**src/rtl/score_keeper.sv**
```systemverilog
// Whack-a-mole score keeper: key sync, press detect, score FSM.
// Feeds the hex score display and the mole generator.
module score_keeper #(
  parameter int NUM_HOLES = 4,
  parameter int MAX_SCORE = 99,
  parameter int PENALTY   = 1
) (
  input  logic                 Clock,
  input  logic                 Resetn,
  input  logic                 Start,
  input  logic                 Game_Over,
  input  logic [NUM_HOLES-1:0] Mole_Mask,
  input  logic [NUM_HOLES-1:0] Key_N,
  output logic [7:0]           Score,
  output logic [7:0]           High_Score,
  output logic [NUM_HOLES-1:0] Whack,
  output logic                 Hit,
  output logic                 Miss,
  output logic [1:0]           State
);

  typedef enum logic [1:0] {
    IDLE = 2'b00,
    PLAY = 2'b01,
    DONE = 2'b10
  } state_t;

  localparam logic [7:0] MAX8 = 8'(MAX_SCORE);
  localparam logic [7:0] PEN8 = 8'(PENALTY);

  state_t state, state_d;

  logic [NUM_HOLES-1:0] s1, s2, prev;
  logic [NUM_HOLES-1:0] press, hitset;

  logic [7:0]           score_d, high_d;
  logic [NUM_HOLES-1:0] whack_d;
  logic                 hit_d, miss_d;

  // Two-flop synchronizer plus previous value; released is all-1.
  always_ff @(posedge Clock or negedge Resetn) begin
    if (!Resetn) begin
      s1   <= '1;
      s2   <= '1;
      prev <= '1;
    end else begin
      s1   <= Key_N;
      s2   <= s1;
      prev <= s2;
    end
  end

  assign press  = prev & ~s2;
  assign hitset = press & Mole_Mask;

  // State register.
  always_ff @(posedge Clock or negedge Resetn) begin
    if (!Resetn) state <= IDLE;
    else         state <= state_d;
  end

  // Next state; Game_Over wins over Start while playing.
  always_comb begin
    state_d = state;
    unique case (state)
      IDLE:    if (Start)     state_d = PLAY;
      PLAY:    if (Game_Over) state_d = DONE;
      DONE:    if (Start)     state_d = PLAY;
      default:                state_d = IDLE;
    endcase
  end

  // Score, high score and event pulses for the coming edge.
  always_comb begin
    score_d = Score;
    high_d  = High_Score;
    whack_d = '0;
    hit_d   = 1'b0;
    miss_d  = 1'b0;
    unique case (state)
      IDLE, DONE: begin
        if (Start) score_d = 8'd0;
      end
      PLAY: begin
        if (Game_Over) begin
          if (Score > High_Score) high_d = Score;
        end else if (Start) begin
          score_d = 8'd0;
        end else if (|hitset) begin
          hit_d   = 1'b1;
          whack_d = hitset;
          score_d = (Score < MAX8) ? Score + 8'd1 : MAX8;
        end else if (|press) begin
          miss_d  = 1'b1;
          score_d = (Score >= PEN8) ? Score - PEN8 : 8'd0;
        end
      end
      default: ;
    endcase
  end

  // Registered outputs; pulses last exactly one cycle.
  always_ff @(posedge Clock or negedge Resetn) begin
    if (!Resetn) begin
      Score      <= 8'd0;
      High_Score <= 8'd0;
      Whack      <= '0;
      Hit        <= 1'b0;
      Miss       <= 1'b0;
    end else begin
      Score      <= score_d;
      High_Score <= high_d;
      Whack      <= whack_d;
      Hit        <= hit_d;
      Miss       <= miss_d;
    end
  end

  assign State = state;

endmodule

```
**config.mk**
```make
export PLATFORM = sky130hd
export DESIGN_NAME = score_keeper
export DESIGN_NICKNAME = d
export VERILOG_FILES = /design/src/rtl/score_keeper.sv
export SDC_FILE = /design/constraint.sdc
export NUM_CORES = 1
export LEC_CHECK = 0
export ABC_AREA = 1
export BUFFER_PORTS_ARGS = -buffer_cell sky130_fd_sc_hd__buf_2
export CORE_MARGIN = 2
export CORE_UTILIZATION = 37
export CTS_BUF_LIST = sky130_fd_sc_hd__clkbuf_8
export CTS_CLUSTER_SIZE = 14
export DETAILED_ROUTE_END_ITERATION = 10
export SLEW_MARGIN = 20
export SYNTH_ARGS = -nofsm -noshare
export SYNTH_HDL_FRONTEND = slang
export SYNTH_SLANG_ARGS = --single-unit
```
**constraint.sdc**
```tcl
create_clock -name Clock -period 2 [get_ports Clock]
set_input_delay 0.4 -clock Clock [delete_from_list [all_inputs] [get_ports Clock]]
set_output_delay 0.4 -clock Clock [all_outputs]
set_load 0.02 [all_outputs]
```
==> results of run 1 <==
## per-stage QoR
step                power (uW)  hold slack (ns)   util  std cells  setup WS [ns]
CTS                       2990            0.159  0.452        366          0.228
global route              3210            0.179  0.452        366          0.113
detailed placement        2340            0.348  0.432        358          0.235
finish                    2970            0.135  0.452        366          0.219
floorplan                 2010            0.104      -        247          0.339
global placement          2310            0.346  0.432        358          0.266
## cell type report
class | instances | area share
clock buffer | 5 | 0.0280
clock inverter | 3 | 0.0168
inverter | 29 | 0.0463
multi-input combinational | 179 | 0.407
sequential | 36 | 0.373
tap | 72 | 0.0366
timing repair buffer | 42 | 0.0926
## routing by layer
metal,wire (um),track usage
met4,57,0.0561
met3,185,0.0386
met5,0,0
met2,2010,0.250
met1,2110,0.209
## Yosys cell counts
master    instances
a21oi_1           4
a21oi_4           1
buf_6             3
dfrtp_1          24
dfstp_2          12
ha_1             11
inv_1            20
inv_2             7
inv_4             2
nand2_1          73
nand2_2           8
nand2_4           4
nand3_1          30
nand4_1           4
nor2_1           20
nor2_2            3
nor2_4            5
nor2_8            2
nor3_1            2
o21a_1            1
o21ai_0           2
o21ai_1           4
o21bai_1          1
o22ai_2           1
o31ai_1           1
xnor2_1           1
xor2_1            1
## report_power, final
group          total (uW)  internal [uW]  switching [uW]
clock                 646            370             276
combinational        1390            471             918
sequential            930            834            96.6
## worst min path at each step
| stage | startpoint | endpoint | slack (ns) | cells after the start |
|---|---|---|---|---|
| 6_report | Resetn | High_Score[2] | 0.13 | 2 |
| 5_1_grt | Resetn | High_Score[0] | 0.18 | 2 |
| 4_1_cts | Resetn | High_Score[0] | 0.16 | 2 |
| 3_5_place_dp | s1[2] | s2[2] | 0.35 | 0 |
| 3_3_place_gp | s1[0] | s2[0] | 0.35 | 0 |
| 2_1_floorplan | Resetn | High_Score[0] | 0.10 | 0 |
## cells by family (layout without fill, tap and decap cells)
logic type                 after synthesis  in the layout  synth area share
AOI/OAI and AO/OA                       15             15            0.0491
adders and majority gates               11             11            0.0667
and+or+nand+nor                        151            151             0.361
DFF                                     36             36             0.444
buffers and inverters                   32             79            0.0715
xor gates and xnor gates                 2              2           0.00849
## worst register-to-register path: stages, from the launching register on
cell and delay (ns):
dfrtp_1 0.58, inv_2 0.14, ha_1 0.32, nand2_1 0.06, nor2_1 0.06, a21oi_4 0.28, nand2_4 0.12, nand2_1 0.08
nand2_1 0.04
## registers in the layout, summed over array words and instances (netlist names)
name and cells:
s2 4, Score 8, High_Score 8, Hit 1
Miss 1, prev 4, Whack 4, State 2
s1 4
==> results.yml, run 1 <==
status:
  status: "complete, no violations"
die:
  ios: 36
  fp.dieArea_um2: 6190
  die_h_um: 78.7
  chipWidth_um: 78.7
  core_area_um2: 5440
  initial_utilization: 0.380
  std_cell_rows: 27
synthesis:
  synth_fp_nets: 270
  netlist_area_um2: 2060
  synth_area_leader_cell: "dfrtp_1"
  ys_ff_latch: 36
  postSynthCellCount: 247
  synth.area.top_cells: "dfrtp_1, dfstp_2, nand2_1"
  syn_avg_cell_area_um2: 8.36
  synth_warnings: 0
  ys_seq_area_frac: 0.444
  synth.distinct_cells: 27
  synth_top_area_frac: 0.291
setup_path:
  cpMaxStageDelayCell: "dfrtp_1"
  r2r_end: "High_Score[0]"
  r2r-start: "Score[0]"
  path_cells: "inv_2 > ha_1 > nand2_1 > nor2_1 > a21oi_4 > nand2_4 > nand2_1 > nand2_1"
  worstPathRequired_ns: 2.19
  crit_arrival_ns: 1.97
  path_depth: 8
  crit_fanout: 10
  crit_start: "Score[0]"
  endpoint_kind: "flop"
  worstSetupPathType: "flop to flop"
  reg2reg_depth: 8
  cp_num_buf_inv: 1
  critical-path-top-delay-family: "flip-flops"
  startpoint_type: "flop"
  crit_path_max_incr_delay_ns: 0.58
  crit_top_cell: "nand2_1"
  endpoint: "High_Score[0]"
  rrSetupSlack_ns: 0.22
finish:
  multi_input_area_um2: 1000
  area_delta_synth_final_pct: 19.1
  fin_area_um2: 2460
  num-fill-cells: 558
  num_antenna_cells: 0
  nNetsFinal: 316
  drive_gt1_frac: 0.323
  layout_commonest_cell: "nand2_1"
  mostFrequentLayoutCells: "nand2_1, buf_2, nand3_1"
  final-seq-area_um2: 916
placed_design:
  portBuffers: 35
  gp_congestion: 0.838
  hpwl_um: 3290
  placed_area_um2: 2350
clocking:
  cts-resized-gates: 0
  cts_buffer_depth: 2
  ctsHoldBuffers: 0
  cts_tree: "built"
  cts.sinks: 36
  cts-root-buf: "clkbuf_8"
  cts_max_level: 2
  cts_buffers: 5
  clkTransAtPathRegs_ns: 0.08
  cts_setup_buffers: 0
  clock_latency_ns: 0.29
sta:
  fin_crit_ns: 1.78
  max_freq_mhz: 562
  slew_headroom: 0.705
  fin_skew_ns: 0.00432
  setup_violations: 0
  fin_crit_sh: 0.890
  setup_tns_ns: 0
  rsz0062_at_grt: "no"
  finalHoldViolCount: 0
  worst_pin_slew_ns: 0.443
  finalMaxSlewViolations: 0
drt:
  drc: 0
  first_pass_iters: 4
  viasPerCell: 4.67
  routed_wl_um: 4360
  wl_per_cell_um: 11.9
  via_count: 1711
  drtIter0Drc: 60
  antenna_left: 0
global_route:
  grt_max_degree: 37
  antenna_found_initial: 0
  grt_usage: 0.157
  grt_pass1_wl_um: 7540
  grt_pass1_vias: 1664
  grt-ovfl-total: 0
min_path:
  hold_path.class: "input pin to asynchronous set/reset pin"
power_and_ir_drop:
  leakage_uw: 0.00135
  ir_drop_mv: 0.460
  powerDensity_nw_per_um2: 1210
job:
  cap_violations: 0
(Power assumes the default switching activity.)
==> run 2: changes to the inputs <==
Settings changed: CELL_PAD_IN_SITES_DETAIL_PLACEMENT set to 1, CELL_PAD_IN_SITES_GLOBAL_PLACEMENT set to 2, CORE_UTILIZATION 37 to 34, PLACE_DENSITY_LB_ADDON set to 0.1.
==> run 2 against run 1 <==
  * Fmax up 2.9%
  * Sequential power down 1%
  * Critical endpoint is now High_Score[4]
  * Cell area up 0.10%
  * Non-clock buffer count up 2
  * First-iteration DRC count down 38%
==> results.yml, run 2 (synthesis results as in run 1) <==
setup_path:
  r2r_end: "High_Score[4]"
  r2r-start: "Score[1]"
  startpoint_type: "flop"
  worstSetupPathType: "flop to flop"
  crit_fanout: 9
  endpoint_kind: "flop"
  crit_path_max_incr_delay_ns: 0.52
  worstPathRequired_ns: 2.19
  crit_start: "Score[1]"
  reg2reg_depth: 10
  path_depth: 10
  crit_arrival_ns: 1.92
  path_cells: "ha_1 > inv_1 > o21bai_1 > nand2_1 > nand2_1 > nand2_1 > nand2_2 > nand2_4 > nand2_1 > nand2_1"
  crit_top_cell: "nand2_1"
  rrSetupSlack_ns: 0.27
  endpoint: "High_Score[4]"
  critical-path-top-delay-family: "simple AND/OR/NAND/NOR gates"
  cpMaxStageDelayCell: "dfrtp_1"
  cp_num_buf_inv: 1
sta:
  setup_violations: 0
  slew_headroom: 0.677
  finalMaxSlewViolations: 0
  worst_hold_slack_ns: 0.141
  fin_crit_ns: 1.73
  rsz0062_at_grt: "no"
  fin_skew_ns: 0.00981
  worst_pin_slew_ns: 0.485
  setup_tns_ns: 0
  max_freq_mhz: 578
  finalHoldViolCount: 0
  fin_crit_sh: 0.865
finish:
  mostFrequentLayoutCells: "nand2_1, buf_2, nand3_1"
  reg_top3: "High_Score (8), Score (8)"
  nNetsFinal: 318
  layout_commonest_cell: "nand2_1"
  num_antenna_cells: 0
  area_delta_synth_final_pct: 19.2
  utilization: 0.418
  drive_gt1_frac: 0.324
  stdcell_count: 371
  num-fill-cells: 749
global_route:
  grt_max_degree: 37
  antenna_found_initial: 0
  grt_pass1_wl_um: 8600
  grt-ovfl-total: 0
  grt_usage: 0.176
  grt_pass1_vias: 1702
drt:
  viasPerCell: 4.66
  first_pass_iters: 4
  wl_per_cell_um: 14.3
  drtIter0Drc: 37
  routed_wl_um: 5320
  via_count: 1728
  antenna_left: 0
  drc: 0
clocking:
  cts_buffers: 5
  ctsHoldBuffers: 0
  cts-resized-gates: 0
  cts_tree: "built"
  clkTransAtPathRegs_ns: 0.08
  cts_setup_buffers: 0
  clock_latency_ns: 0.30
  cts-root-buf: "clkbuf_8"
  cts.sinks: 36
  cts_max_level: 2
  cts_buffer_depth: 2
power_and_ir_drop:
  ir_drop_mv: 0.369
  powerDensity_nw_per_um2: 1190
  leakage_uw: 0.00135
die:
  ios: 36
  core_area_um2: 5890
  std_cell_rows: 28
  die_h_um: 81.9
  chipWidth_um: 81.9
  fp.dieArea_um2: 6710
  initial_utilization: 0.351
placed_design:
  gp_congestion: 0.808
  portBuffers: 35
  dp.cells: 363
  hpwl_um: 3960
status:
  status: "complete, no violations"
job:
  cap_violations: 0
min_path:
  hold_path.class: "input pin to asynchronous set/reset pin"
[run 2: how the worst min path moves through the flow]
stage / to / slack (ns) / depth (start not counted)
CTS: Score[1] / 0.16 / 2
finish: Score[7] / 0.14 / 2
floorplan: High_Score[0] / 0.10 / 0
global route: Score[0] / 0.18 / 2
global placement: s2[0] / 0.35 / 0
detailed placement: s2[2] / 0.35 / 0
[run 2: routing by layer]
| layer | global-route usage | routed length (um) | up-vias |
|---|---|---|---|
| li1 | - | - | 876 |
| met1 | 0.252 | 2720 | 815 |
| met2 | 0.261 | 2320 | 28 |
| met3 | 0.0374 | 198 | 9 |
| met4 | 0.0600 | 82 | 0 |
| met5 | 0 | 0 | - |
[run 2: final cells by class]
| class | count | area (um^2) | share of cell area |
|---|---|---|---|
| Clock buffer | 6 | 82.6 | 0.0336 |
| Clock inverter | 2 | 11.3 | 0.00458 |
| Inverter | 29 | 114 | 0.0463 |
| Multi-Input combinational cell | 179 | 1000 | 0.407 |
| Sequential cell | 36 | 916 | 0.372 |
| Tap cell | 75 | 93.8 | 0.0381 |
| Timing Repair Buffer | 44 | 243 | 0.0986 |
[run 2: report_power, final]
group | switching (uW) | total [uW] | internal (uW)
logic | 964 | 1450 | 482
registers | 84.1 | 918 | 834
clock network | 288 | 564 | 275
[run 2: per-stage QoR]
| stage | cell area [um^2] | total power, uW | setup slack, ns |
|---|---|---|---|
| after detailed placement | 2370 | 2400 | 0.278 |
| after global routing | 2460 | 3190 | 0.124 |
| final | 2460 | 2930 | 0.270 |
| after CTS | 2460 | 2980 | 0.241 |
| after global placement | 2370 | 2390 | 0.285 |
| after floorplan | 2060 | 2010 | 0.339 |
==> run 3: changes to the inputs <==
Settings changed: CTS_CLUSTER_SIZE 14 to 30, REMOVE_ABC_BUFFERS set to 1, SLEW_MARGIN 20 to not set.
==> run 3 against run 2 <==
  * Clock-buffer cell count is 1 lower
  * Sequential power grew 0.7%
  * Clock power is 8.5% lower
  * Cell area decreased by 0.56%
  * First-iteration DRC count increased by 51%
  * Sequential share of layout area is 0.21 points higher
==> results.yml, run 3 (synthesis results as in run 1) <==
clocking:
  clock_latency_ns: 0.29
  cts.sinks: 36
  cts_buffers: 5
  cts_max_level: 2
  clkTransAtPathRegs_ns: 0.08
  ctsHoldBuffers: 0
  cts_tree: "built"
  cts-root-buf: "clkbuf_8"
  cts-resized-gates: 0
  cts_buffer_depth: 2
  cts_setup_buffers: 0
global_route:
  grt_usage: 0.182
  grt_max_degree: 26
  grt-ovfl-total: 0
  antenna_found_initial: 0
  grt_pass1_wl_um: 8990
  grt_pass1_vias: 1827
drt:
  first_pass_iters: 4
  routed.top_layer: "met4"
  drc: 0
  routed_wl_um: 5430
  drt-met1-wl_um: 2690
  wl_per_cell_um: 14.7
  via_count: 1762
  dr_wl_met2_um: 2560
  dr_wl_met3_um: 161
  drtIter0Drc: 56
  antenna_left: 0
  viasPerCell: 4.76
setup_path:
  crit_path_max_incr_delay_ns: 0.52
  reg2reg_depth: 10
  rrSetupSlack_ns: 0.25
  r2r-start: "Score[1]"
  crit_top_cell: "nand2_1"
  crit_arrival_ns: 1.93
  r2r_end: "High_Score[4]"
  worstSetupPathType: "flop to flop"
  path_cells: "ha_1 > inv_1 > o21bai_1 > nand2_1 > nand2_1 > nand2_1 > nand2_2 > nand2_4 > nand2_1 > nand2_1"
  cpMaxStageDelayCell: "dfrtp_1"
  crit_fanout: 9
  endpoint_kind: "flop"
  startpoint_type: "flop"
  worstPathRequired_ns: 2.18
finish:
  drive_gt1_frac: 0.325
  stdcell_count: 370
  area_delta_synth_final_pct: 18.5
  mostFrequentLayoutCells: "nand2_1, buf_2, nand3_1"
  nNetsFinal: 317
  reg_top3: "High_Score (8), Score (8)"
  utilization: 0.416
  layout_commonest_cell: "nand2_1"
  num_antenna_cells: 0
die:
  chipWidth_um: 81.9
  core_area_um2: 5890
  die_h_um: 81.9
  std_cell_rows: 28
  initial_utilization: 0.351
  ios: 36
  fp.dieArea_um2: 6710
placed_design:
  gp_congestion: 0.813
  portBuffers: 35
  hpwl_um: 4220
  dp.cells: 362
sta:
  setup_violations: 0
  max_freq_mhz: 572
  fin_crit_ns: 1.75
  slew_headroom: 0.603
  rsz0062_at_grt: "no"
  worst_pin_slew_ns: 0.595
  fin_crit_sh: 0.874
  setup_tns_ns: 0
  finalHoldViolCount: 0
  finalMaxSlewViolations: 0
  worst_hold_slack_ns: 0.102
  fin_skew_ns: 0.00920
status:
  status: "complete, no violations"
min_path:
  hold_path.class: "input pin to asynchronous set/reset pin"
job:
  cap_violations: 0
power_and_ir_drop:
  powerDensity_nw_per_um2: 1190
  ir_drop_mv: 0.551
  leakage_uw: 0.00134
  p_total_uw: 2900
==> run 3: changes by cell type in the layout (fill, tap and decap cells not counted) <==
| cell | before | now |
|---|---|---|
| clkinv_2 | 0 | 2 |
| buf_4 | 9 | 8 |
| clkbuf_8 | 6 | 5 |
| clkinv_4 | 0 | 1 |
| clkinvlp_4 | 1 | 0 |
| inv_1 | 21 | 20 |
==> run 3: how the worst max path moves through the flow <==
stage	from	to	slack, ns	cells past startpoint
finish	Score[1]	High_Score[4]	0.25	10
global route	Score[1]	High_Score[4]	0.08	10
CTS	Score[1]	High_Score[4]	0.23	10
detailed placement	Score[1]	High_Score[1]	0.25	10
global placement	Score[1]	High_Score[2]	0.26	10
floorplan	Score[2]	High_Score[2]	0.30	7
==> run 3: per-stage QoR <==
step | setup WS (ns) | cell area (um^2)
global route | 0.0770 | 2450
CTS | 0.232 | 2450
detailed placement | 0.248 | 2360
global placement | 0.264 | 2360
finish | 0.252 | 2450
floorplan | 0.304 | 2030
==> run 3: cell type report <==
cell class	count	area, um^2
Fill cell	763	3440
Multi-Input combinational cell	179	1000
Sequential cell	36	916
Timing Repair Buffer	43	235
Inverter	29	114
Tap cell	75	93.8
Clock buffer	5	68.8
Clock inverter	3	18.8
==> run 3: critical path: cells and delay by family (launching register included) <==
| family | cells | cell delay (ns) |
|---|---|---|
| buffers and inverters | 1 | 0.04 |
| and+or+nand+nor | 7 | 0.59 |
| adders and majority gates | 1 | 0.37 |
| AOI/OAI and AO/OA | 1 | 0.11 |
| DFF | 1 | 0.52 |
==> run 3: routing by layer <==
layer / vias up / track usage
met4: 0 / 0.0350
met3: 2 / 0.0374
met2: 27 / 0.302
met5: - / 0
met1: 856 / 0.246
li1: 877 / -
==> run 3: power breakdown <==
group / internal [uW] / switching, uW / leakage (uW) / total (uW)
clock: 243 / 274 / 0.0000479 / 516
combinational: 477 / 985 / 0.000842 / 1460
sequential: 834 / 89.9 / 0.000455 / 924
